`src/rtl/mult_68n_core.sv`:
```
// Pipelined unsigned multiplier, WIDTH x WIDTH -> WIDTH (low word of product).
// Two register stages: partial products, then the summed result.
// Any non-zero high word of the full product raises overflow.
//
// Ports:
//   clk        rising-edge clock
//   rst_n      asynchronous active-low reset
//   in_valid   dataa/datab carry a valid operand pair this cycle
//   dataa      multiplicand, unsigned
//   datab      multiplier, unsigned
//   out_valid  result/overflow carry a new product this cycle
//   result     low WIDTH bits of dataa*datab
//   overflow   high WIDTH bits of the full product are non-zero
module mult_68n_core #(
  parameter int unsigned WIDTH = 32  // must be even
) (
  input  logic             clk,
  input  logic             rst_n,
  input  logic             in_valid,
  input  logic [WIDTH-1:0] dataa,
  input  logic [WIDTH-1:0] datab,
  output logic             out_valid,
  output logic [WIDTH-1:0] result,
  output logic             overflow
);

  localparam int unsigned H = WIDTH / 2;

  // Operand halves
  logic [H-1:0] al, ah, bl, bh;
  assign al = dataa[H-1:0];
  assign ah = dataa[WIDTH-1:H];
  assign bl = datab[H-1:0];
  assign bh = datab[WIDTH-1:H];

  // Stage 1: partial products
  logic [WIDTH-1:0] pp_ll_d, pp_lh_d, pp_hl_d, pp_hh_d;
  logic [WIDTH-1:0] pp_ll_q, pp_lh_q, pp_hl_q, pp_hh_q;
  logic             v1_q;

  always_comb begin
    pp_ll_d = {{H{1'b0}}, al} * {{H{1'b0}}, bl};
    pp_lh_d = {{H{1'b0}}, al} * {{H{1'b0}}, bh};
    pp_hl_d = {{H{1'b0}}, ah} * {{H{1'b0}}, bl};
    pp_hh_d = {{H{1'b0}}, ah} * {{H{1'b0}}, bh};
  end

  always_ff @(posedge clk or negedge rst_n) begin
    if (!rst_n) begin
      pp_ll_q <= '0;
      pp_lh_q <= '0;
      pp_hl_q <= '0;
      pp_hh_q <= '0;
      v1_q    <= 1'b0;
    end else begin
      v1_q <= in_valid;
      // Hold partial products across bubbles
      if (in_valid) begin
        pp_ll_q <= pp_ll_d;
        pp_lh_q <= pp_lh_d;
        pp_hl_q <= pp_hl_d;
        pp_hh_q <= pp_hh_d;
      end
    end
  end

  // Stage 2: recombine into the full 2*WIDTH product
  logic [WIDTH:0]       mid_sum;   // keeps the carry of the middle sum
  logic [2*WIDTH-1:0]   full;
  logic [WIDTH-1:0]     result_d, result_q;
  logic                 overflow_d, overflow_q;
  logic                 out_valid_q;

  always_comb begin
    mid_sum    = {1'b0, pp_lh_q} + {1'b0, pp_hl_q};
    full       = {{WIDTH{1'b0}}, pp_ll_q}
               + ({{(WIDTH-1){1'b0}}, mid_sum} << H)
               + {pp_hh_q, {WIDTH{1'b0}}};
    result_d   = full[WIDTH-1:0];
    overflow_d = |full[2*WIDTH-1:WIDTH];
  end

  always_ff @(posedge clk or negedge rst_n) begin
    if (!rst_n) begin
      result_q    <= '0;
      overflow_q  <= 1'b0;
      out_valid_q <= 1'b0;
    end else begin
      out_valid_q <= v1_q;
      if (v1_q) begin
        result_q   <= result_d;
        overflow_q <= overflow_d;
      end
    end
  end

  assign out_valid = out_valid_q;
  assign result    = result_q;
  assign overflow  = overflow_q;

endmodule

```
`config.mk`:
```
export PLATFORM = sky130hd
export DESIGN_NAME = mult_68n_core
export DESIGN_NICKNAME = d
export VERILOG_FILES = /design/src/rtl/mult_68n_core.sv
export SDC_FILE = /design/constraint.sdc
export NUM_CORES = 2
export LEC_CHECK = 0
export BUFFER_PORTS_ARGS = -buffer_cell sky130_fd_sc_hd__buf_2
export CAP_MARGIN = 20
export CELL_PAD_IN_SITES_DETAIL_PLACEMENT = 2
export CELL_PAD_IN_SITES_GLOBAL_PLACEMENT = 2
export CORE_MARGIN = 1.5
export CORE_UTILIZATION = 46
export CTS_CLUSTER_SIZE = 40
export DETAILED_ROUTE_END_ITERATION = 12
export GPL_TIMING_DRIVEN = 0
export HOLD_SLACK_MARGIN = 0.05
export PLACE_DENSITY = 0.95
export SLEW_MARGIN = 10
export SYNTH_ARGS = -nofsm -noshare
export SYNTH_HDL_FRONTEND = slang
export SYNTH_SLANG_ARGS = --single-unit
```
`constraint.sdc`:
```
create_clock -name clk -period 14.7 [get_ports clk]
set_clock_uncertainty 0.15 [all_clocks]
set_input_delay 0.735 -clock clk [delete_from_list [all_inputs] [get_ports clk]]
set_output_delay 0.735 -clock clk [all_outputs]
set_load 0.02 [all_outputs]
```
==> results.json, run 1 <==
{
  "status": "stopped before the end",
  "stop_stage": "global routing",
  "firstError": "[ERROR GRT-0232] Routing congestion too high. Check the congestion heatmap in the GUI.",
  "grtUsageTotal_pct": 77.0,
  "place_congestion": 0.973,
  "initial_core_util_pct": 46.5,
  "syn_nets": 6189,
  "h-tree-depth": 4,
  "dp.final_hpwl_mm": 197,
  "syn_area_sq_mm": 0.0435,
  "clock_sink_count": 163,
  "synth_edf_count": 0,
  "yosysSeqAreaShare_pct": 9.37,
  "die_y_um": 311,
  "yosysMostFrequentCell": "inv_1",
  "ys_ff_latch": 163,
  "cts_buffers": 17,
  "synthTopCellsByArea": "fa_1, ha_1, dfrtp_1",
  "die_w_um": 311,
  "syn-instance-count": 4863,
  "cts_buffer_depth": 2,
  "cts_root_buffer": "clkbuf_16",
  "yosys-top-cells-count": "inv_1, fa_1, nand2_1",
  "grt_start_max_net_pins": 100,
  "ys.flop_type": "dfrtp_1",
  "async_flop_share_pct": 100,
  "synth_top_area_share_pct": 35.8,
  "ys_types": 87,
  "io-pin-count": 101,
  "io_buffers": 100,
  "ys_warn_count": 0,
  "grt.overflow.total": 33,
  "fp-row-count": 112,
  "yosysTopAreaCell": "fa_1",
  "avgSynthCellArea_sq_um": 8.95
}
routing by layer:
layer | GRT usage [%] | GRT overflow
met2 | 92.0 | 16
met4 | 78.6 | 17
met5 | 42.6 | 0
met3 | 66.2 | 0
met1 | 73.6 | 0
logic make-up after synthesis:
kind of cell | Yosys count | synth area share (%)
compound gates | 561 | 8.31
flops | 163 | 9.37
simple gates | 1427 | 16.1
fa+ha+maj | 1259 | 49.6
xor+xnor | 153 | 3.08
mux | 129 | 3.32
buf+inv | 1171 | 10.2
per-stage QoR:
stage,cells,util [%],setup WS (ns),area [sq um]
3_5_place_dp,6220,48.8,5.52,45700
2_1_floorplan,4863,-,8.01,43500
3_3_place_gp,6217,48.7,6.21,45600
4_1_cts,6253,49.5,5.99,46300
what timing repair did:
item | CTS
gates resized for setup | 0
hold buffers | 1
buffers inserted | 0
hold endpoints to repair | 7
==> inputs of run 2 (changes only) <==
Settings changed: CELL_PAD_IN_SITES_DETAIL_PLACEMENT 2 to unset, CELL_PAD_IN_SITES_GLOBAL_PLACEMENT 2 to unset, CORE_UTILIZATION 46 to 40, CTS_CLUSTER_SIZE 40 to unset, HOLD_SLACK_MARGIN 0.05 to unset, PLACE_DENSITY 0.95 to unset, PLACE_DENSITY_LB_ADDON set to 0.15.
==> run 2 against run 1 <==
Net effect: the flow now finishes without violations; area after synthesis unchanged; synthesized cell count unchanged.
==> results.json, run 2 <==
{
  "yosysTopAreaCell": "fa_1",
  "slew_violations": 0,
  "wl_per_cell_um": 25.1,
  "via_per_inst": 5.44,
  "fill_cells": 10900,
  "die_area_sq_mm": 0.111,
  "critPathMostFrequentCell": "fa_1",
  "grt_pass1_wl_mm": 241,
  "drc": 0,
  "ys_warn_count": 0,
  "io_buffers": 100,
  "whs_ns": 0.0152,
  "h-tree-depth": 4,
  "initial_core_util_pct": 40.5,
  "met2_usage_pct": 45.9,
  "clk_pin_slew_worst_paths_ns": 0.08,
  "worst_ep_arrival_time_ns": 8.45,
  "final_cell_mix": "inv_1, fa_1, nand2_1, ha_1, and2_1",
  "drt_iter0_drc": 3043,
  "grt_busiest_layer": "met2",
  "status": "finished clean",
  "first_pass_iters": 5,
  "grt.overflow.total": 0,
  "met3_usage_pct": 5.44,
  "cts_buffers": 17,
  "fmax_ghz": 0.123,
  "finalHoldViolations": 0,
  "crit_chain": "buf_2, clkbuf_1, nand2_1, fa_1, fa_1, inv_1, fa_1, inv_1, fa_1, fa_1, fa_1, inv_1, ha_1, nand2_1, o21ai_0, a31oi_1, a31oi_1, a31o_2, nand2_1, a31oi_1, a31oi_1, xnor2_1, mux2_2",
  "ant_nets": 0,
  "vias": 34900,
  "fp-row-count": 120,
  "core_sq_mm": 0.108,
  "syn_area_sq_mm": 0.0435,
  "yosysSeqAreaShare_pct": 9.37,
  "synth_top_area_share_pct": 35.8,
  "area_growth_pct": 6.96,
  "cts_root_buffer": "clkbuf_16",
  "postLayoutCellArea_sq_mm": 0.0466,
  "post_dp_cell_area_sq_mm": 0.0459,
  "grt_use_met1_pct": 41.9,
  "clock_sink_count": 163,
  "place_congestion": 0.962,
  "async_flop_share_pct": 100,
  "syn-instance-count": 4863,
  "path_buf_inv": 5,
  "fin_crit_ns": 8.14,
  "die_w_um": 333,
  "setup.worst_path.end_class": "flop",
  "grt_pass1_vias": 35800,
  "antenna_found_initial": 28,
  "fin_tns_setup_ns": 0,
  "cts_resized": 0,
  "rsz0062_at_grt": "no",
  "crit_family": "adder cells",
  "ys.flop_type": "dfrtp_1",
  "yosysMostFrequentCell": "inv_1",
  "dp.final_hpwl_mm": 134,
  "slew-limit-headroom_pct": 11.4,
  "nets": 6319,
  "avgSynthCellArea_sq_um": 8.95,
  "yosys-top-cells-count": "inv_1, fa_1, nand2_1",
  "final-setup-viol-count": 0,
  "ys_ff_latch": 163,
  "regArea_sq_mm": 0.00408,
  "post_cts_buffers": 0,
  "multi_input_area_sq_mm": 0.0350,
  "synth_edf_count": 0,
  "drv_cap": 0,
  "wl_mm": 161,
  "drive_gt1_share_pct": 6.03,
  "critPathSlowestCell": "clkbuf_1",
  "cp.required_ns": 15.00,
  "grtUsageTotal_pct": 29.9,
  "io-pin-count": 101,
  "synthTopCellsByArea": "fa_1, ha_1, dfrtp_1",
  "die_y_um": 333,
  "cts_tree": "yes",
  "ys_types": 87,
  "cp_max_fo": 10,
  "tightest_slew_ns": 1.32,
  "holdBufCountCts": 0,
  "worstSetupPathType": "input port to flop",
  "fin_crit_sh_pct": 55.4,
  "crit_path_start_kind": "input port",
  "syn_nets": 6189,
  "hp-class": "input port to async pin",
  "final_common_cell": "inv_1",
  "grt_start_max_net_pins": 92,
  "crit_path_max_incr_delay_ns": 0.83,
  "clock_latency_ns": 0.51,
  "cts_buffer_depth": 2
}
[run 2: worst paths after layout]
path / startpoint / to / slack, ns / cells past startpoint
worst max-delay path: datab[4] / pp_ll_q[28]$_DFFE_PN0P_ / 6.56 / 23
max in group asynchronous: rst_n / pp_lh_q[23]$_DFFE_PN0P_ / 13.33 / 2
worst max register to register: pp_lh_q[0]$_DFFE_PN0P_ / overflow$_DFFE_PN0P_ / 7.09 / 26
worst min-delay path: rst_n / result[12]$_DFFE_PN0P_ / 0.02 / 1
worst min register to register: v1_q$_DFF_PN0_ / out_valid$_DFF_PN0_ / 0.23 / 0
min in group clk: in_valid / v1_q$_DFF_PN0_ / 0.19 / 1
[run 2: cell families after synthesis]
group / Yosys count / share of synthesized area (%)
XOR/XNOR: 153 / 3.08
flip-flops: 163 / 9.37
AND/OR/NAND/NOR: 1427 / 16.1
adder cells (fa/ha/maj): 1259 / 49.6
AO/OA/AOI/OAI: 561 / 8.31
multiplexers: 129 / 3.32
buffers and inverters: 1171 / 10.2
[run 2: layout make-up]
type,count,share of cell area [%]
sequential,163,8.76
multi-input combinational,3529,75.2
antenna,11,0.0591
clock inverter,12,0.314
tap,1403,3.77
inverter,929,7.49
clock buffer,19,0.973
timing repair buffer,111,1.38
buffer,242,2.07
[run 2: metal layers]
| metal | wire length, um | up-vias |
|---|---|---|
| li1 | - | 15400 |
| met1 | 70000 | 17900 |
| met2 | 70100 | 1405 |
| met3 | 13700 | 198 |
| met4 | 7300 | 8 |
| met5 | 34 | - |
[run 2: per-stage QoR]
step                      cells  setup WS [ns]  utilization (%)
after CTS                  6405           6.50             43.3
after global placement     6366           5.94             42.6
after global routing       6413           6.28             43.3
final                      6419           6.56             43.3
after detailed placement   6374           5.96             42.7
after floorplan            4863           8.01                -
Power of run 2 is not shown: default switching activity piles up to over one toggle a cycle in this logic, so the estimate is an artifact.
